<file path="config.mk">
export PLATFORM = sky130hd
export DESIGN_NAME = bp_cce_hybrid_lce_resp_pipe_mc
export DESIGN_NICKNAME = d
export VERILOG_FILES = /design/src/rtl/bp_cce_hybrid_lce_resp_pipe_mc.sv
export SDC_FILE = /design/constraint.sdc
export NUM_CORES = 1
export LEC_CHECK = 0
export BUFFER_PORTS_ARGS = -buffer_cell sky130_fd_sc_hd__buf_2
export CAP_MARGIN = 10
export CORE_MARGIN = 2
export CORE_UTILIZATION = 50
export CTS_BUF_LIST = sky130_fd_sc_hd__clkbuf_2 sky130_fd_sc_hd__clkbuf_4 sky130_fd_sc_hd__clkbuf_8
export DETAILED_ROUTE_END_ITERATION = 8
export GPL_TIMING_DRIVEN = 0
export PLACE_DENSITY_LB_ADDON = 0.15
export SYNTH_ARGS = -nofsm -noshare
export SYNTH_HDL_FRONTEND = slang
export SYNTH_SLANG_ARGS = --single-unit
</file>
<file path="constraint.sdc">
create_clock -name clk_i -period 4.3 [get_ports clk_i]
set_clock_uncertainty 0.2 [all_clocks]
set_input_delay 0.86 -clock clk_i [delete_from_list [all_inputs] [get_ports clk_i]]
set_output_delay 0.86 -clock clk_i [all_outputs]
set_load 0.1 [all_outputs]
</file>
<file path="src/rtl/bp_cce_hybrid_lce_resp_pipe_mc.sv">
// rtl/bp_cce_hybrid_lce_resp_pipe_mc.sv - multi-channel LCE response pipe with pending-write queue
//
// Purpose: round-robin arbitration over num_ch_p LCE response channels, each buffered
// by a small header FIFO. Writebacks are streamed to the memory command port; all other
// responses become single-cycle consume pulses. Pending-bit updates are buffered in a
// pending_els_p-deep queue. A writeback stream reserves a queue entry when its first beat
// is sent and fills that entry on its last beat.
//
// Optional feature: define BP_CCE_RESP_PIPE_PERF_EN to add the saturating counters
// wb_count_o, coh_count_o and pending_full_stall_o.
//
// Header layout (LSB first): msg_type[3], subop[4], addr[paddr_width_p], size[3], src_id[lce_id_width_p].
// The memory command header uses the same layout with msg_type = write (3'b001).
//
// Ports:
//   clk_i, reset_i                        clock, synchronous active-high reset
//   lce_resp_header_* / lce_resp_data_*  per-channel response inputs (packed per channel)
//   lce_resp_last_i                       unused
//   mem_cmd_*                             writeback data stream out
//   pending_w_*, pending_up/down/clear_o  pending-write queue head
//   *_yumi_o, resp_ch_o, resp_lce_id_o    consume pulses with channel and source LCE id
//   resp_error_o                          pulse on an unrecognised msg_type
module bp_cce_hybrid_lce_resp_pipe_mc
  #(parameter int paddr_width_p     = 40
   ,parameter int lce_id_width_p    = 4
   ,parameter int cce_block_width_p = 512
   ,parameter int lce_data_width_p  = 64
   ,parameter int mem_data_width_p  = 64
   ,parameter int num_ch_p          = 2
   ,parameter int header_els_p      = 2
   ,parameter int pending_els_p     = 4
   ,localparam int hdr_w = 3 + 4 + paddr_width_p + 3 + lce_id_width_p
   ,localparam int ch_w  = (num_ch_p > 1) ? $clog2(num_ch_p) : 1
   )
  (input  logic                                   clk_i
   ,input  logic                                  reset_i
   ,input  logic [num_ch_p*hdr_w-1:0]             lce_resp_header_i
   ,input  logic [num_ch_p-1:0]                   lce_resp_header_v_i
   ,output logic [num_ch_p-1:0]                   lce_resp_header_ready_and_o
   ,input  logic [num_ch_p-1:0]                   lce_resp_has_data_i
   ,input  logic [num_ch_p*lce_data_width_p-1:0]  lce_resp_data_i
   ,input  logic [num_ch_p-1:0]                   lce_resp_data_v_i
   ,output logic [num_ch_p-1:0]                   lce_resp_data_ready_and_o
   ,input  logic [num_ch_p-1:0]                   lce_resp_last_i
   ,output logic [hdr_w-1:0]                      mem_cmd_header_o
   ,output logic [mem_data_width_p-1:0]           mem_cmd_data_o
   ,output logic                                  mem_cmd_v_o
   ,input  logic                                  mem_cmd_ready_and_i
   ,output logic                                  mem_cmd_last_o
   ,output logic                                  pending_w_v_o
   ,input  logic                                  pending_w_yumi_i
   ,output logic [paddr_width_p-1:0]              pending_w_addr_o
   ,output logic                                  pending_w_addr_bypass_hash_o
   ,output logic                                  pending_up_o
   ,output logic                                  pending_down_o
   ,output logic                                  pending_clear_o
   ,output logic                                  sync_yumi_o
   ,output logic                                  inv_yumi_o
   ,output logic                                  coh_yumi_o
   ,output logic                                  wb_yumi_o
   ,output logic [ch_w-1:0]                       resp_ch_o
   ,output logic [lce_id_width_p-1:0]             resp_lce_id_o
   ,output logic                                  resp_error_o
`ifdef BP_CCE_RESP_PIPE_PERF_EN
   ,output logic [31:0]                           wb_count_o
   ,output logic [31:0]                           coh_count_o
   ,output logic [31:0]                           pending_full_stall_o
`endif
   );

   localparam int hp_w     = (header_els_p > 1) ? $clog2(header_els_p) : 1;
   localparam int hc_w     = $clog2(header_els_p + 1);
   localparam int pp_w     = (pending_els_p > 1) ? $clog2(pending_els_p) : 1;
   localparam int pc_w     = $clog2(pending_els_p + 1);
   localparam int beat_w   = $clog2(cce_block_width_p / mem_data_width_p + 1);
   localparam int addr_lsb = 7;
   localparam int size_lsb = addr_lsb + paddr_width_p;
   localparam int src_lsb  = size_lsb + 3;

   localparam logic [2:0] resp_sync_ack = 3'd0;
   localparam logic [2:0] resp_inv_ack  = 3'd1;
   localparam logic [2:0] resp_coh_ack  = 3'd2;
   localparam logic [2:0] resp_wb       = 3'd3;
   localparam logic [2:0] resp_null_wb  = 3'd4;
   localparam logic [2:0] mem_wr        = 3'b001;

   // per-channel header FIFOs; entry = {has_data, header}
   logic [hdr_w:0]      hfifo_mem [num_ch_p][header_els_p];
   logic [hp_w-1:0]     hfifo_rd  [num_ch_p];
   logic [hp_w-1:0]     hfifo_wr  [num_ch_p];
   logic [hc_w-1:0]     hfifo_cnt [num_ch_p];
   logic [num_ch_p-1:0] head_v, hfifo_enq, hfifo_deq;

   // pending queue; entry = {addr, up}
   logic [paddr_width_p:0] pq_mem [pending_els_p];
   logic [pp_w-1:0]        pq_rd, pq_wr;
   logic [pc_w-1:0]        pq_occ, pq_resv;
   logic                   pq_deq, pq_space, pq_enq, enq_up;

   logic [ch_w-1:0]        rr_ptr, lock_ch, gnt;
   logic                   locked, found;
   int                     idx, stream_bits;
   logic [beat_w-1:0]      beat, last_beat;
   logic [hdr_w:0]         hd;
   logic [2:0]             mtype;
   logic                   gv, yumi, is_wb, go, beat_fire, start, done, stall, pulse;
   logic [lce_data_width_p-1:0] sel_data;
   logic                   unused_ok;

   function automatic logic [hp_w-1:0] hinc(input logic [hp_w-1:0] p);
      return (p == hp_w'(header_els_p - 1)) ? '0 : p + 1'b1;
   endfunction

   function automatic logic [pp_w-1:0] pinc(input logic [pp_w-1:0] p);
      return (p == pp_w'(pending_els_p - 1)) ? '0 : p + 1'b1;
   endfunction

   always_comb begin
      for (int c = 0; c < num_ch_p; c++) begin
         head_v[c] = (hfifo_cnt[c] != '0);
         lce_resp_header_ready_and_o[c] = (hfifo_cnt[c] != hc_w'(header_els_p));
         hfifo_enq[c] = lce_resp_header_v_i[c] & lce_resp_header_ready_and_o[c];
      end
   end

   // round-robin search starting at rr_ptr, overridden by the lock during a stream
   always_comb begin
      gnt   = lock_ch;
      found = 1'b0;
      idx   = 0;
      if (!locked) begin
         gnt = rr_ptr;
         for (int i = 0; i < num_ch_p; i++) begin
            idx = int'(rr_ptr) + i;
            if (idx >= num_ch_p) idx = idx - num_ch_p;
            if (!found && head_v[ch_w'(idx)]) begin
               gnt   = ch_w'(idx);
               found = 1'b1;
            end
         end
      end
   end

   assign gv       = head_v[gnt];
   assign hd       = hfifo_mem[gnt][hfifo_rd[gnt]];
   assign mtype    = hd[2:0];
   assign sel_data = lce_resp_data_i[int'(gnt)*lce_data_width_p +: lce_data_width_p];
   assign is_wb    = gv & (mtype == resp_wb);

   assign pq_deq   = pending_w_yumi_i & (pq_occ != '0);
   // a same-cycle dequeue frees the slot the enqueue needs
   assign pq_space = ((int'(pq_occ) + int'(pq_resv)) < pending_els_p) | pq_deq;

   always_comb begin
      stream_bits = 8 << hd[size_lsb +: 3];
      last_beat   = (stream_bits <= mem_data_width_p) ? '0
                    : beat_w'(stream_bits / mem_data_width_p - 1);
   end

   always_comb begin
      yumi = 1'b0; sync_yumi_o = 1'b0; inv_yumi_o = 1'b0; coh_yumi_o = 1'b0;
      wb_yumi_o = 1'b0; resp_error_o = 1'b0; pq_enq = 1'b0; enq_up = 1'b0;
      go = 1'b0; mem_cmd_v_o = 1'b0; beat_fire = 1'b0; start = 1'b0; done = 1'b0;
      stall = 1'b0; lce_resp_data_ready_and_o = '0;
      if (gv) begin
         case (mtype)
            resp_sync_ack: begin yumi = 1'b1; sync_yumi_o = 1'b1; end
            resp_inv_ack:  begin yumi = 1'b1; inv_yumi_o  = 1'b1; end
            resp_null_wb:  begin yumi = 1'b1; wb_yumi_o   = 1'b1; end
            resp_coh_ack: begin
               if (pq_space) begin
                  yumi = 1'b1; coh_yumi_o = 1'b1; pq_enq = 1'b1;
               end else begin
                  stall = 1'b1;
               end
            end
            resp_wb: begin
               // the first beat needs a free queue entry; later beats already hold one
               go = locked | pq_space;
               mem_cmd_v_o = lce_resp_data_v_i[gnt] & go;
               lce_resp_data_ready_and_o[gnt] = mem_cmd_ready_and_i & go;
               beat_fire = mem_cmd_v_o & mem_cmd_ready_and_i;
               start = beat_fire & ~locked;
               done  = beat_fire & (beat == last_beat);
               stall = ~go & lce_resp_data_v_i[gnt] & mem_cmd_ready_and_i;
               if (done) begin
                  yumi = 1'b1; wb_yumi_o = 1'b1; pq_enq = 1'b1; enq_up = 1'b1;
               end
            end
            default: begin yumi = 1'b1; resp_error_o = 1'b1; end
         endcase
      end
   end

   always_comb begin
      for (int c = 0; c < num_ch_p; c++)
         hfifo_deq[c] = yumi & (gnt == ch_w'(c));
   end

   assign pulse          = sync_yumi_o | inv_yumi_o | coh_yumi_o | wb_yumi_o | resp_error_o;
   assign resp_ch_o      = pulse ? gnt : '0;
   assign resp_lce_id_o  = pulse ? hd[src_lsb +: lce_id_width_p] : '0;
   assign mem_cmd_header_o = is_wb ? {hd[hdr_w-1:3], mem_wr} : '0;
   assign mem_cmd_data_o   = is_wb ? sel_data : '0;
   assign mem_cmd_last_o   = mem_cmd_v_o & (beat == last_beat);

   assign pending_w_v_o    = (pq_occ != '0);
   assign pending_w_addr_o = pending_w_v_o ? pq_mem[pq_rd][paddr_width_p:1] : '0;
   assign pending_up_o     = pending_w_v_o & pq_mem[pq_rd][0];
   assign pending_down_o   = pending_w_v_o & ~pq_mem[pq_rd][0];
   assign pending_w_addr_bypass_hash_o = 1'b0;
   assign pending_clear_o  = 1'b0;
   assign unused_ok        = ^{lce_resp_last_i, hd[hdr_w]};

   always_ff @(posedge clk_i) begin
      for (int c = 0; c < num_ch_p; c++)
         if (hfifo_enq[c])
            hfifo_mem[c][hfifo_wr[c]] <= {lce_resp_has_data_i[c], lce_resp_header_i[c*hdr_w +: hdr_w]};
      if (pq_enq)
         pq_mem[pq_wr] <= {hd[addr_lsb +: paddr_width_p], enq_up};
   end

   always_ff @(posedge clk_i) begin
      if (reset_i) begin
         for (int c = 0; c < num_ch_p; c++) begin
            hfifo_rd[c]  <= '0;
            hfifo_wr[c]  <= '0;
            hfifo_cnt[c] <= '0;
         end
         rr_ptr <= '0; lock_ch <= '0; locked <= 1'b0; beat <= '0;
         pq_rd <= '0; pq_wr <= '0; pq_occ <= '0; pq_resv <= '0;
      end else begin
         for (int c = 0; c < num_ch_p; c++) begin
            if (hfifo_enq[c]) hfifo_wr[c] <= hinc(hfifo_wr[c]);
            if (hfifo_deq[c]) hfifo_rd[c] <= hinc(hfifo_rd[c]);
            hfifo_cnt[c] <= hfifo_cnt[c] + hc_w'(hfifo_enq[c]) - hc_w'(hfifo_deq[c]);
         end
         if (yumi)
            rr_ptr <= (gnt == ch_w'(num_ch_p - 1)) ? '0 : gnt + 1'b1;
         if (done)       locked <= 1'b0;
         else if (start) locked <= 1'b1;
         if (start) lock_ch <= gnt;
         if (done)           beat <= '0;
         else if (beat_fire) beat <= beat + 1'b1;
         if (pq_enq) pq_wr <= pinc(pq_wr);
         if (pq_deq) pq_rd <= pinc(pq_rd);
         pq_occ <= pq_occ + pc_w'(pq_enq) - pc_w'(pq_deq);
         // a stream's reserved entry turns into a real entry on its last beat
         pq_resv <= pq_resv + pc_w'(start) - pc_w'(done);
      end
   end

`ifdef BP_CCE_RESP_PIPE_PERF_EN
   always_ff @(posedge clk_i) begin
      if (reset_i) begin
         wb_count_o <= '0; coh_count_o <= '0; pending_full_stall_o <= '0;
      end else begin
         if (done && wb_count_o != '1)           wb_count_o <= wb_count_o + 1'b1;
         if (coh_yumi_o && coh_count_o != '1)    coh_count_o <= coh_count_o + 1'b1;
         if (stall && pending_full_stall_o != '1) pending_full_stall_o <= pending_full_stall_o + 1'b1;
      end
   end
`endif

endmodule

</file>
# [After elaboration in Yosys (flattened, before gate mapping)]
# Memory sizes are Yosys's and may differ from the RTL's. A register that Yosys moved wholly into a read port is not among the register bits.
# Cells that the tools add are included.
[op_classes] add_sub_neg=22 mul=0 shift=2 eq_ne=9 n_bitwise=34 n_reduce_logical=12 magnitude_cmp=13 div=0 mux=94
[op_table] cell="110-bit 2-to-1 mux" count=2
[op_table] cell="54-bit 2-to-1 mux" count=4
[op_table] cell="128-bit by 8-bit indexed part select with 64-bit output" count=1
[op_table] cell="55-bit demux with 1-bit select" count=2
[op_table] cell="55-bit 2-to-1 mux" count=2
[op_table] cell="1-bit 2-to-1 mux" count=68
[op_table] cell="64-bit 2-to-1 mux" count=1
[op_table] cell="40-bit 2-to-1 mux" count=1
[op_table] cell="32-bit by 8-bit <= comparator with 1-bit output (second input constant)" count=1
[op_table] cell="4-bit by 3-bit << shifter with 32-bit output (first input constant)" count=1
[op_table] cell="2-bit 2-to-1 mux" count=8
[op_table] cell="1-bit AND" count=15
[op_table] cell="1-bit bitwise OR" count=12
[op_table] cell="2-bit >= comparator (second input constant)" count=4
[op_table] cell="4-bit 2-to-1 mux" count=2
[op_table] cell="3-bit by 1-bit adder with 3-bit output" count=2
[op_table] cell="3-bit by 2-bit equality test with 1-bit output (second input constant)" count=2
[op_table] cell="1-bit by 3-bit less-than comparator with 1-bit output (second input constant)" count=2
[op_table] cell="1-bit NOT with 2-bit output" count=3
[op_table] cell="1-bit case mux with 2 select lines" count=3
[op_table] cell="6-bit OR reduction" count=1
[op_table] cell="3-bit by 1-bit subtractor with 3-bit output" count=2
[op_table] cell="1-bit adder (second input constant)" count=5
[op_table] cell="5-bit OR reduction" count=1
[op_table] cell="28 further kinds" count=41
[word_totals] wordCells=199 mem_bits_rw=392 mem_bits_ro=0 memories=5 reg_bits=17 latchBits=0 out_inout_bits=179 inputBits=248
[memory_table] name="hfifo_mem" words=2 word_bits=110 rd=1 rd_ports_with_merged_regs=0 wr=2 line_no="88" text="logic [hdr_w:0] hfifo_mem [num_ch_p][header_els_p];"
[memory_table] name="pq_mem" words=4 word_bits=41 rd=1 rd_ports_with_merged_regs=1 wr=1 line_no="95" text="logic [paddr_width_p:0] pq_mem [pending_els_p];"
[memory_table] name="hfifo_cnt" words=2 word_bits=2 rd=2 rd_ports_with_merged_regs=0 wr=2 line_no="91" text="logic [hc_w-1:0] hfifo_cnt [num_ch_p];"
[memory_table] name="hfifo_rd" words=2 word_bits=1 rd=3 rd_ports_with_merged_regs=0 wr=2 line_no="89" text="logic [hp_w-1:0] hfifo_rd [num_ch_p];"
[memory_table] name="hfifo_wr" words=2 word_bits=1 rd=2 rd_ports_with_merged_regs=0 wr=2 line_no="90" text="logic [hp_w-1:0] hfifo_wr [num_ch_p];"

# [Longest topological paths before layout]
# Gate-level depths: netlist of run 1.
# An unclocked memory read counts as a cell.
[depth] depth_word=33 ltp_mapped=21

# [Least setup slack after synthesis of run 1]
# Ideal clock, no wire load.
[synth_path] path_type="flip-flop to output port" from="mem hfifo_rd[1] (netlist name)" to="out mem_cmd_last_o" t_required_ps=3240 arrival_ps=6585 setup_slack_ps=-3345 stages_incl_launch_ff=9 path_cell_list="edfxtp_1 > buf_2 > buf_2 > mux2i_1 > nand2_1 > o22a_1 > or3_4 > nor3_1 > nor4bb_1"
[synth_rtl] item="start, declared" line_no="89"
[synth_rtl] item="end, declared" line_no="49" text=",output logic mem_cmd_last_o"

==> results of run 1 <==
## routing by layer
| layer | vias up | routed length, um |
|---|---|---|
| met2 | 501 | 27100 |
| met5 | - | 41 |
| met3 | 128 | 3470 |
| met4 | 6 | 2570 |
| li1 | 5553 | - |
| met1 | 6030 | 19700 |
## cells by family (layout without fill, tap and decap cells)
logic type / Yosys count / count (layout) / share of synthesized area [%]
multiplexers: 117 / 117 / 9.87
flip-flops: 407 / 407 / 68.8
AND/OR/NAND/NOR: 362 / 362 / 10.6
buffers and inverters: 101 / 681 / 2.40
AO/OA/AOI/OAI: 186 / 186 / 6.29
adder cells (fa/ha/maj): 19 / 19 / 1.45
other: 1 / 11 / 0.0215
XOR/XNOR: 12 / 12 / 0.603
## critical path: cells and delay by family (launching register included)
family,cells,cell delay (ps)
adders and majority gates,1,220
and+or+nand+nor,4,520
xor gates and xnor gates,1,230
DFF,1,400
AOI/OAI and AO/OA,1,250
buffers and inverters,6,860
muxes,2,480
## how the worst min path moves through the flow
stage	end	slack [ps]	depth (start not counted)
finish	hfifo_mem[0][85]	260	1
global route	hfifo_mem[1][27]	240	1
detailed placement	pq_rd[1]	290	2
global placement	pq_rd[1]	270	2
floorplan	register	250	2
CTS	hfifo_mem[1][78]	220	1
## flip-flops by register name, summed over array words and instances (netlist names), 3 cells and up, named ones only
register / count
hfifo_cnt: 4
hfifo_mem: 216
pq_mem: 164
pq_occ: 3
beat: 4
pq_resv: 3
## area by class of cell
cell class,instances,area [sq um],share of cell area [%]
inverters,20,85.1,0.345
multi-input cells,700,6110,24.8
clock buffers,96,1190,4.82
repair buffers,461,3990,16.2
diodes,7,17.5,0.0710
plain buffers,80,591,2.39
well taps,455,569,2.31
clock inverters,24,133,0.537
flip-flops and latches,407,12000,48.6
## per-stage QoR
step / std cells / instance area, sq um
CTS: 2232 / 23100
floorplan: 1208 / 17800
global route: 2247 / 24700
global placement: 2081 / 20400
detailed placement: 2090 / 20700
finish: 2250 / 24700
## placed cells by master, fill, tap and decap left out, types with 22 or more instances in the layout
master | netlist | routed
nand2_1 | 150 | 147
a21oi_1 | 115 | 42
clkbuf_8 | 0 | 79
nor2b_1 | 92 | 59
buf_4 | 7 | 40
a21oi_2 | 0 | 35
dfxtp_1 | 23 | 22
a211oi_1 | 50 | 46
mux2i_1 | 63 | 55
buf_12 | 0 | 82
buf_2 | 4 | 296
and2_1 | 48 | 43
clkbuf_4 | 0 | 26
edfxtp_1 | 384 | 384
buf_6 | 1 | 46
mux4_2 | 41 | 41
a21oi_4 | 0 | 38
## power groups by stage
stage	logic [mW]	clock network [mW]	registers (mW)
3_3_place_gp	7.68	0	5.31
4_1_cts	8.62	3.37	5.21
5_1_grt	9.69	3.56	5.24
2_1_floorplan	6.05	0	5.27
6_report	9.29	3.32	5.21
3_5_place_dp	7.83	0	5.28
## what timing repair did
action / in CTS / in global routing
setup buffers: 22 / 9
gates resized for setup: 291 / 369
cloned: 0 / 3
pin swaps: 12 / 10
hold buffers: 0 / 0
endpoints found under the setup margin: 233 / 232
==> results.md, run 1 <==
- Synth top cells by count: edfxtp_1, nand2_1, a21oi_1
- Kind of critical path: register to primary output
- FFs w/ async S/R, synth: 0%
- Largest cells by area after synthesis: edfxtp_1, mux4_2, mux2i_1, a21oi_1, nor2b_1
- Avg Synthesized Cell Area: 14.5 sq um
- Slew Viols, Final: 0
- Height of the die: approximately 190 um
- Synth-to-Final Area Change: 41.5%
- DP Worst Slack: -934 ps
- Die Width: 191 um
- Avg WL per Cell: 23.5 um
- CP Max Fanout: 4
- Final setup violation count: 18
- Antenna violations before repair: 10
- Root Buffer: clkbuf_8
- H-tree depth: 3
- Final #Nets: 2004
- Routed WL: 52900 um
- Cell count after synthesis: 1205
- P_sw: 8.17 mW
- Internal power: 9.64 mW
- Status: complete, but fails checks
- PwrDens: 722 nW/um^2
- CTS Buf Count: between 60 and 70
- Setup slack after layout: -305 ps
- Worst slew margin: 37.7%
- Sw Ratio: 45.9%
- CP startpoint: hfifo_rd[0]
- Hold Violations, Final: 0
- Fraction of the cycle the final worst path needs: 107%
- Main synth FF type: edfxtp_1
- Fin util: 71.6%
- Top-area cell type share of the netlist area: between 60% and 70%
- DR pass1 iterations: 7
- Hold Crit Start: lce_resp_header_i[30]
- R2r setup slk: -180 ps
- Worst VDD drop: 0.566 mV
- Hold Crit Class: primary input to register
- Most common cell in the netlist: edfxtp_1
- Reg2reg end: pq_occ[2]
- HPWL after DPL: 36800 um
- Worst skew pair latency: 590 ps
- Core ar.: 34500 sq um
- Critical Path End: mem_cmd_last_o
- CTS tree: done
- Crit-path slowest cell: edfxtp_1
- RSZ-0062 raised after global routing: true
- YS warnings: 0
- Fin crit period: 4600 ps
- DR DRC count: 0
- Post-synth EDFFs: 384
- Most used cell, CP: buf_6
- Critical R2R Launch: hfifo_rd[0]
- Cell variety after synth: 52
- Share of cells above drive strength 1: 47.3%
- Initial core utilization: 50.6%
- Fill count: roughly 2300
- IO Count: 427
- Max clock buf depth: 3
- FMAX: 0.217 GHz
- Fin Hold WS: 258 ps
- Initial detailed-routing violation count: 776
- M1 GR Usage: 31.8%
- Number of buffers added on ports: about 420
- Routed Antenna Nets: 0
- Vias in the first global route: 12200
- Max capacitance violation total: 0
- Site row count: 68
- Cells along the critical path: buf_6 > buf_12 > mux2i_4 > mux2_4 > nand3_4 > inv_2 > ha_4 > inv_4 > nor3_2 > a311oi_2 > xor2_1 > buf_4 > nand2_4 > nor4bb_4 > buf_6
- CP arrival: 3540 ps
- Sequential group share of total power: between 20% and 30%
- Total GRT Usage: 27.6%
- Leak pwr: around 9.1 nW
- First-pass GRT wire length: approximately 73000 um
- Required @ worst endpoint: 3240 ps
- CTS Sinks: around 400
- Cell Area, Synth: 17400 sq um
- Vias per cell: 5.43
- Full die area: 36400 sq um
- CTS clk-pin slew, worst paths: 70 ps
- Register area share after synthesis: 68.8%
- Max incr delay on CP: 400 ps
- Pwr Total: 17.8 mW
- Yosys top cell by area: edfxtp_1
- Post-synthesis register bit count: 407
- Met3 Usage GRT: 6.62%
- Crit. End Element: primary output
- Setup_tns: -2680 ps
- Critical Path Source Type: register
- Placer's final routability congestion estimate: a little over 0.9
- Combinational Power Share: 52.1%
- Violated checks: setup timing
- Worst Tran Pin Value: a little over 900 ps
- GRT met2 Usage: a little under half
- R2r worst-path depth: 25
- Grt total ovfl: 0
- Via count: 12200
- Largest net degree at the start of global routing: 55
- Gr busiest metal: met2
- Clock power share: 18.6%
Note: power is estimated with default switching activity, not from simulation.
==> run 2, diff against run 1 <==
--- a/config.mk
+++ b/config.mk
@@ -5,7 +5,7 @@
 export SDC_FILE = /design/constraint.sdc
 export NUM_CORES = 1
 export LEC_CHECK = 0
-export BUFFER_PORTS_ARGS = -buffer_cell sky130_fd_sc_hd__buf_2
+export BUFFER_PORTS_ARGS = -buffer_cell sky130_fd_sc_hd__clkbuf_2
 export CAP_MARGIN = 10
 export CORE_MARGIN = 2
 export CORE_UTILIZATION = 50
==> results.md, run 2 (synthesis gave the netlist of run 1 again) <==
- Status: complete, but fails checks (unchanged)
- Violated checks: setup timing (unchanged)
- Initial detailed-routing violation count: 891 (was 776)
- Final setup violation count: 51 (was 18)
- CTS Buf Count: 67 (unchanged)
- Hold Violations, Final: 0 (unchanged)
- Fraction of the cycle the final worst path needs: 106% (was 107%)
- Hold path depth: 1 (unchanged)
- Worst slew margin: 39.4% (was 37.7%)
- Root Buffer: clkbuf_8 (unchanged)
- Required @ worst endpoint: 3240 ps (about the same)
- Site row count: 68 (unchanged)
- Cells along the critical path: mux2i_4 > buf_6 > mux2_4 > nand3_4 > buf_12 > ha_4 > nand2_2 > or3_1 > a31oi_1 > or3_4 > nand4_4 > and2_4 > nor2_4 > clkbuf_16 (was buf_6 > buf_12 > mux2i_4 > mux2_4 > nand3_4 > inv_2 > ha_4 > inv_4 > nor3_2 > a311oi_2 > xor2_1 > buf_4 > nand2_4 > nor4bb_4 > buf_6)
- Combinational Power Share: 53.4% (was 52.1%)
- WP buf/inv: 3 (was 6)
- RSZ-0062 raised after global routing: true (unchanged)
- Vias per cell: 5.54 (was 5.43)
- Routed WL: 54600 um (was 52900 um)
- Grt total ovfl: 0 (unchanged)
- Routed Antenna Nets: 0 (unchanged)
- Clock power share: 17.8% (was 18.6%)
- CTS Sinks: 407 (unchanged)
- Met3 Routed Length: 3770 um (was 3470 um)
- Final #Nets: 2012 (was 2004)
- Number of buffers added on ports: 418 (unchanged)
- Avg WL per Cell: 24.3 um (was 23.5 um)
- First-pass GRT wire length: 73900 um (was 72600 um)
- Max clock buf depth: 3 (unchanged)
- Antenna violations before repair: 5 (was 10)
- Crit. End Element: primary output (unchanged)
- Share of cells above drive strength 1: 48.5% (was 47.3%)
- Total GRT Usage: 28.1% (was 27.6%)
- CTS tree: done (unchanged)
- M1 WL: 20100 um (was 19700 um)
- Largest net degree at the start of global routing: 55 (unchanged)
- CTS clk-pin slew, worst paths: 70 ps (about the same)
- Initial core utilization: 50.6% (unchanged)
- DR top layer: met5 (unchanged)
- DR DRC count: 0 (unchanged)
- Worst skew pair latency: 580 ps (was 590 ps)
- P_sw: 8.34 mW (was 8.17 mW)
- Setup slack after layout: -268 ps (was -305 ps)
- Max capacitance violation total: 0 (unchanged)
- Post-route cell area: 25400 sq um (was 24700 sq um)
- Via count: 12400 (was 12200)
- CP Max Fanout: 8 (was 4)
- Placed cell areas: 20700 sq um (about the same)
- Crit-path slowest cell: dfxtp_4 (was edfxtp_1)
- CP arrival: 3510 ps (was 3540 ps)
- DR pass1 iterations: 5 (was 7)
- Height of the die: 191 um (unchanged)
- Fin crit period: 4570 ps (was 4600 ps)
- Commonest non-fill, non-tap cell in the layout: edfxtp_1 (unchanged)
- Die Width: 191 um (unchanged)
- R2r worst-path depth: 22 (was 25)
- Core ar.: 34500 sq um (unchanged)
- IO Count: 427 (unchanged)
- Full die area: 36400 sq um (unchanged)
- Synth-to-Final Area Change: 45.7% (was 41.5%)
- PwrDens: 713 nW/um^2 (was 722 nW/um^2)
- Sequential group share of total power: 28.8% (was 29.3%)
- Critical Path Source Type: register (unchanged)
- HPWL after DPL: 37000 um (was 36800 um)
- FMAX: 0.219 GHz (was 0.217 GHz)
- Max incr delay on CP: 390 ps (was 400 ps)
- Worst VDD drop: 0.610 mV (was 0.566 mV)
- Pwr Total: 18.1 mW (was 17.8 mW)
- Met2 WL: 28400 um (was 27100 um)
- H-tree depth: 3 (unchanged)
- Vias in the first global route: 12200 (about the same)
- Max reg flops: 216 (unchanged)
- Sw Ratio: 46.1% (was 45.9%)
- Leak pwr: 9.43 nW (was 9.14 nW)
- Slew Viols, Final: 0 (unchanged)
- Most frequent cells in the layout: edfxtp_1, clkbuf_2, nand2_1, clkbuf_8, buf_12 (was edfxtp_1, buf_2, nand2_1, buf_12, clkbuf_8)
- Placer's final routability congestion estimate: 0.886 (was 0.922)
- Worst Tran Pin Value: 900 ps (was 934 ps)
- Internal power: 9.76 mW (was 9.64 mW)
- Hold Crit Class: primary input to register (unchanged)
- Kind of critical path: register to primary output (unchanged)
- CP Depth: 14 (was 15)
- Kind of cell adding the most delay to the critical path: simple AND/OR/NAND/NOR gates (was buffers and inverters)
==> run 2: cell types whose count changed in the layout (fill, tap and decap cells not counted), moves of 8 or more <==
| cell | change |
|---|---|
| buf_2 | -294 |
| nor2b_4 | +14 |
| a21oi_4 | +8 |
| clkbuf_16 | +31 |
| clkbuf_8 | +24 |
| buf_6 | -35 |
| nor2b_2 | -10 |
| clkbuf_2 | +291 |
| a21oi_1 | -13 |
==> run 2: stage by stage <==
stage	hold WS, ps	setup TNS, ps	std cells	utilization [%]	setup slack [ps]
6_report	264	-4740	2246	73.7	-268
5_1_grt	239	-11460	2245	73.7	-431
4_1_cts	234	-3800	2221	69.5	-299
3_5_place_dp	298	-86990	2090	60.0	-1160
3_3_place_gp	271	-352150	2081	59.3	-1570
2_1_floorplan	254	-53150	1208	-	-907
==> run 2: final timing paths <==
check	from	end	slack (ps)
setup reg to reg	locked	pq_occ[2]	-80
hold reg to reg	pq_rd[1]	register	310
setup / recovery	locked	resp_lce_id_o[2]	-270
hold / removal	lce_resp_header_i[37]	hfifo_mem[0][37]	260
==> run 2: repair_timing <==
action                                  4_1_cts  5_1_grt
pin swaps                                    12        8
buffers inserted                             21       17
endpoints found under the setup margin      282      189
hold buffers                                  0        0
gates resized for setup                     397      350
cloned                                        0        5
==> run 2: layout make-up <==
class / count / area [sq um]
sequential: 407 / 12000
fill: 2125 / 9060
antenna: 4 / 10.0
inverter: 20 / 82.6
tap: 455 / 569
clock inverter: 17 / 77.6
multi-input combinational: 700 / 6330
timing repair buffer: 470 / 4510
clock buffer: 94 / 1170
buffer: 79 / 649
==> run 2: metal layers <==
layer  global-route usage, %  vias up
met5                       0        -
met4                    12.7        2
met3                    6.51      108
met2                    49.1      544
met1                    32.9     6229
li1                        -     5557
==> run 2: power by group through the flow <==
stage / logic, mW / registers, mW / clock network [mW]
after floorplan: 6.05 / 5.27 / 0
after global placement: 7.70 / 5.31 / 0
after detailed placement: 7.86 / 5.28 / 0
after CTS: 8.87 / 5.21 / 3.25
after global routing: 10.1 / 5.24 / 3.45
final: 9.66 / 5.21 / 3.23
==> run 3, diff against run 2 <==
==> constraint.sdc (replaced) <==
create_clock -name clk_i -period 4.3 [get_ports clk_i]
set_clock_uncertainty 0.2 [all_clocks]
set_input_delay 0.86 -clock clk_i [delete_from_list [all_inputs] [get_ports clk_i]]
set_output_delay 0.86 -clock clk_i [all_outputs]
set_load 0.005 [all_outputs]
==> results.md, run 3 (synthesis gave the netlist of run 1 again) <==
- Share of cells above drive strength 1: 40.5% (was 48.5%)
- Kind of cell adding the most delay to the critical path: buffers and inverters (was simple AND/OR/NAND/NOR gates)
- Most used cell, CP: buf_6
- Violated checks: setup timing (unchanged)
- First-pass GRT wire length: 71500 um (was 73900 um)
- Max capacitance violation total: 0 (unchanged)
- Vias in the first global route: 12200 (about the same)
- H-tree depth: 3 (unchanged)
- Worst skew pair latency: 590 ps (was 580 ps)
- Worst Tran Pin Value: 966 ps (was 900 ps)
- Worst slew margin: 35.6% (was 39.4%)
- Number of buffers added on ports: 418 (unchanged)
- Critical Path Source Type: register (unchanged)
- Leak pwr: 8.50 nW (was 9.43 nW)
- Max reg flops: 216 (unchanged)
- Max clock buf depth: 3 (unchanged)
- Required @ worst endpoint: 3240 ps (about the same)
- Site row count: 68 (unchanged)
- Pwr Total: 13.5 mW (was 18.1 mW)
- Routed Antenna Nets: 0 (unchanged)
- Antenna violations before repair: 4 (was 5)
- Grt total ovfl: 0 (unchanged)
- Placed cell areas: 20300 sq um (was 20700 sq um)
- Via count: 12000 (was 12400)
- IO Count: 427 (unchanged)
- Status: complete, but fails checks (unchanged)
- Hold Violations, Final: 0 (unchanged)
- CP arrival: 3470 ps (was 3510 ps)
- Avg WL per Cell: 22.0 um (was 24.3 um)
- Die Width: 191 um (unchanged)
- Final setup violation count: 12 (was 51)
- Slew Viols, Final: 0 (unchanged)
- Full die area: 36400 sq um (unchanged)
- Post-route cell area: 22200 sq um (was 25400 sq um)
- CP Max Fanout: 6 (was 8)
- CTS tree: done (unchanged)
- Setup slack after layout: -231 ps (was -268 ps)
- Hold path depth: 1 (unchanged)
- Hold Crit Start: lce_resp_header_i[3] (was lce_resp_header_i[37])
- FMAX: 0.221 GHz (was 0.219 GHz)
- CTS Buf Count: 67 (unchanged)
- R2r setup slk: 0 ps (was -80 ps)
- Kind of critical path: register to primary output (unchanged)
- Root Buffer: clkbuf_8 (unchanged)
- Critical R2R Launch: hfifo_rd[0] (was locked)
- DR pass1 iterations: 5 (unchanged)
- Reg2reg end: pq_occ[2] (unchanged)
- HPWL after DPL: 35400 um (was 37000 um)
- Hold Path Sink: hfifo_mem[0][58] (was hfifo_mem[0][37])
- CTS Sinks: 407 (unchanged)
- Placer's final routability congestion estimate: 0.889 (was 0.886)
- Max incr delay on CP: 370 ps (was 390 ps)
- R2r worst-path depth: 22 (unchanged)
- Fraction of the cycle the final worst path needs: 105% (was 106%)
- Height of the die: 191 um (unchanged)
- Crit-path slowest cell: edfxtp_1 (was dfxtp_4)
- Cells along the critical path: buf_6 > buf_12 > mux2i_4 > mux2_4 > nand3_4 > ha_4 > buf_6 > a2111oi_4 > a311oi_2 > xor2_1 > buf_4 > nand4_4 > and2_4 > nor2_4 > clkbuf_2 (was mux2i_4 > buf_6 > mux2_4 > nand3_4 > buf_12 > ha_4 > nand2_2 > or3_1 > a31oi_1 > or3_4 > nand4_4 > and2_4 > nor2_4 > clkbuf_16)
- RSZ-0062 raised after global routing: true (unchanged)
- WP buf/inv: 5 (was 3)
- Initial core utilization: 50.6% (unchanged)
- Fin crit period: 4530 ps (was 4570 ps)
- Total GRT Usage: 26.8% (was 28.1%)
- Vias per cell: 5.38 (was 5.54)
- Commonest non-fill, non-tap cell in the layout: clkbuf_2 (was edfxtp_1)
- Core ar.: 34500 sq um (unchanged)
- CTS clk-pin slew, worst paths: 50 ps (was 70 ps)
- Hold Crit Class: primary input to register (unchanged)
- Most frequent cells in the layout: clkbuf_2, edfxtp_1, nand2_1, nor2b_1, a21oi_1 (was edfxtp_1, clkbuf_2, nand2_1, clkbuf_8, buf_12)
- Initial detailed-routing violation count: 665 (was 891)
- Crit. End Element: primary output (unchanged)
- Final #Nets: 1996 (was 2012)
- Synth-to-Final Area Change: 27.5% (was 45.7%)
- PwrDens: 605 nW/um^2 (was 713 nW/um^2)
- Fin Hold WS: 259 ps (was 264 ps)
- Worst VDD drop: 0.286 mV (was 0.610 mV)
- DR DRC count: 0 (unchanged)
- Largest net degree at the start of global routing: 55 (unchanged)
- Setup_tns: -1400 ps (was -4740 ps)
- Routed WL: 49100 um (was 54600 um)
==> run 3: cell types whose count changed in the layout (fill, tap and decap cells not counted), sizes merged <==
cell,before,now
buf,147,77
clkdlybuf4s15,5,1
clkinvlp,2,4
clkbuf,491,548
inv,20,22
==> run 3: what timing repair did <==
| action | CTS | global route |
|---|---|---|
| buffers inserted | 24 | 4 |
| hold buffers | 0 | 0 |
| pin swaps | 11 | 4 |
| endpoints found under the setup margin | 251 | 109 |
| hold endpoints to repair | 0 | 0 |
| resized for setup | 91 | 62 |
==> run 3: how the worst max path moves through the flow <==
stage,from,end,slack (ps),depth (start not counted)
5_1_grt,hfifo_rd[0],mem_cmd_last_o,-370,15
2_1_floorplan,locked,pq_mem[0][0],30,13
4_1_cts,hfifo_rd[0],resp_lce_id_o[3],-330,15
3_5_place_dp,hfifo_rd[0],mem_cmd_data_o[57],-640,11
6_report,hfifo_rd[0],resp_lce_id_o[3],-230,15
3_3_place_gp,lce_resp_header_v_i[0],hfifo_mem[0][86],-1490,3
==> run 3: power by group <==
| group | internal, mW | total [mW] | switching (mW) | leakage (nW) |
|---|---|---|---|---|
| clock network | 1.69 | 3.15 | 1.46 | 0.644 |
| registers | 5.09 | 5.21 | 0.117 | 3.73 |
| logic | 2.02 | 5.09 | 3.07 | 4.13 |
==> run 3: per-stage QoR <==
step | utilization (%) | std cells | setup slack (ps)
after global placement | 58.4 | 2081 | -1490
after CTS | 64.1 | 2226 | -332
after floorplan | - | 1208 | 32.4
final | 64.5 | 2233 | -231
after detailed placement | 58.9 | 2088 | -640
after global routing | 64.5 | 2233 | -374
==> run 3: layer usage <==
metal / track usage, % / vias to the layer above / share of wire (%)
li1: - / 5536 / -
met1: 31.0 / 5897 / 37
met2: 48.2 / 473 / 53
met3: 4.69 / 105 / 5.4
met4: 12.6 / 0 / 4.4
met5: 0 / - / 0
==> run 3: layout make-up <==
cell class / instances / area [sq um]
multi-input cells: 700 / 5440
diodes: 4 / 10.0
clock buffers: 93 / 1130
clock inverters: 21 / 106
flip-flops and latches: 407 / 12000
fillers: 2644 / 12200
repair buffers: 453 / 2460
well taps: 455 / 569
inverters: 20 / 80.1
plain buffers: 80 / 443
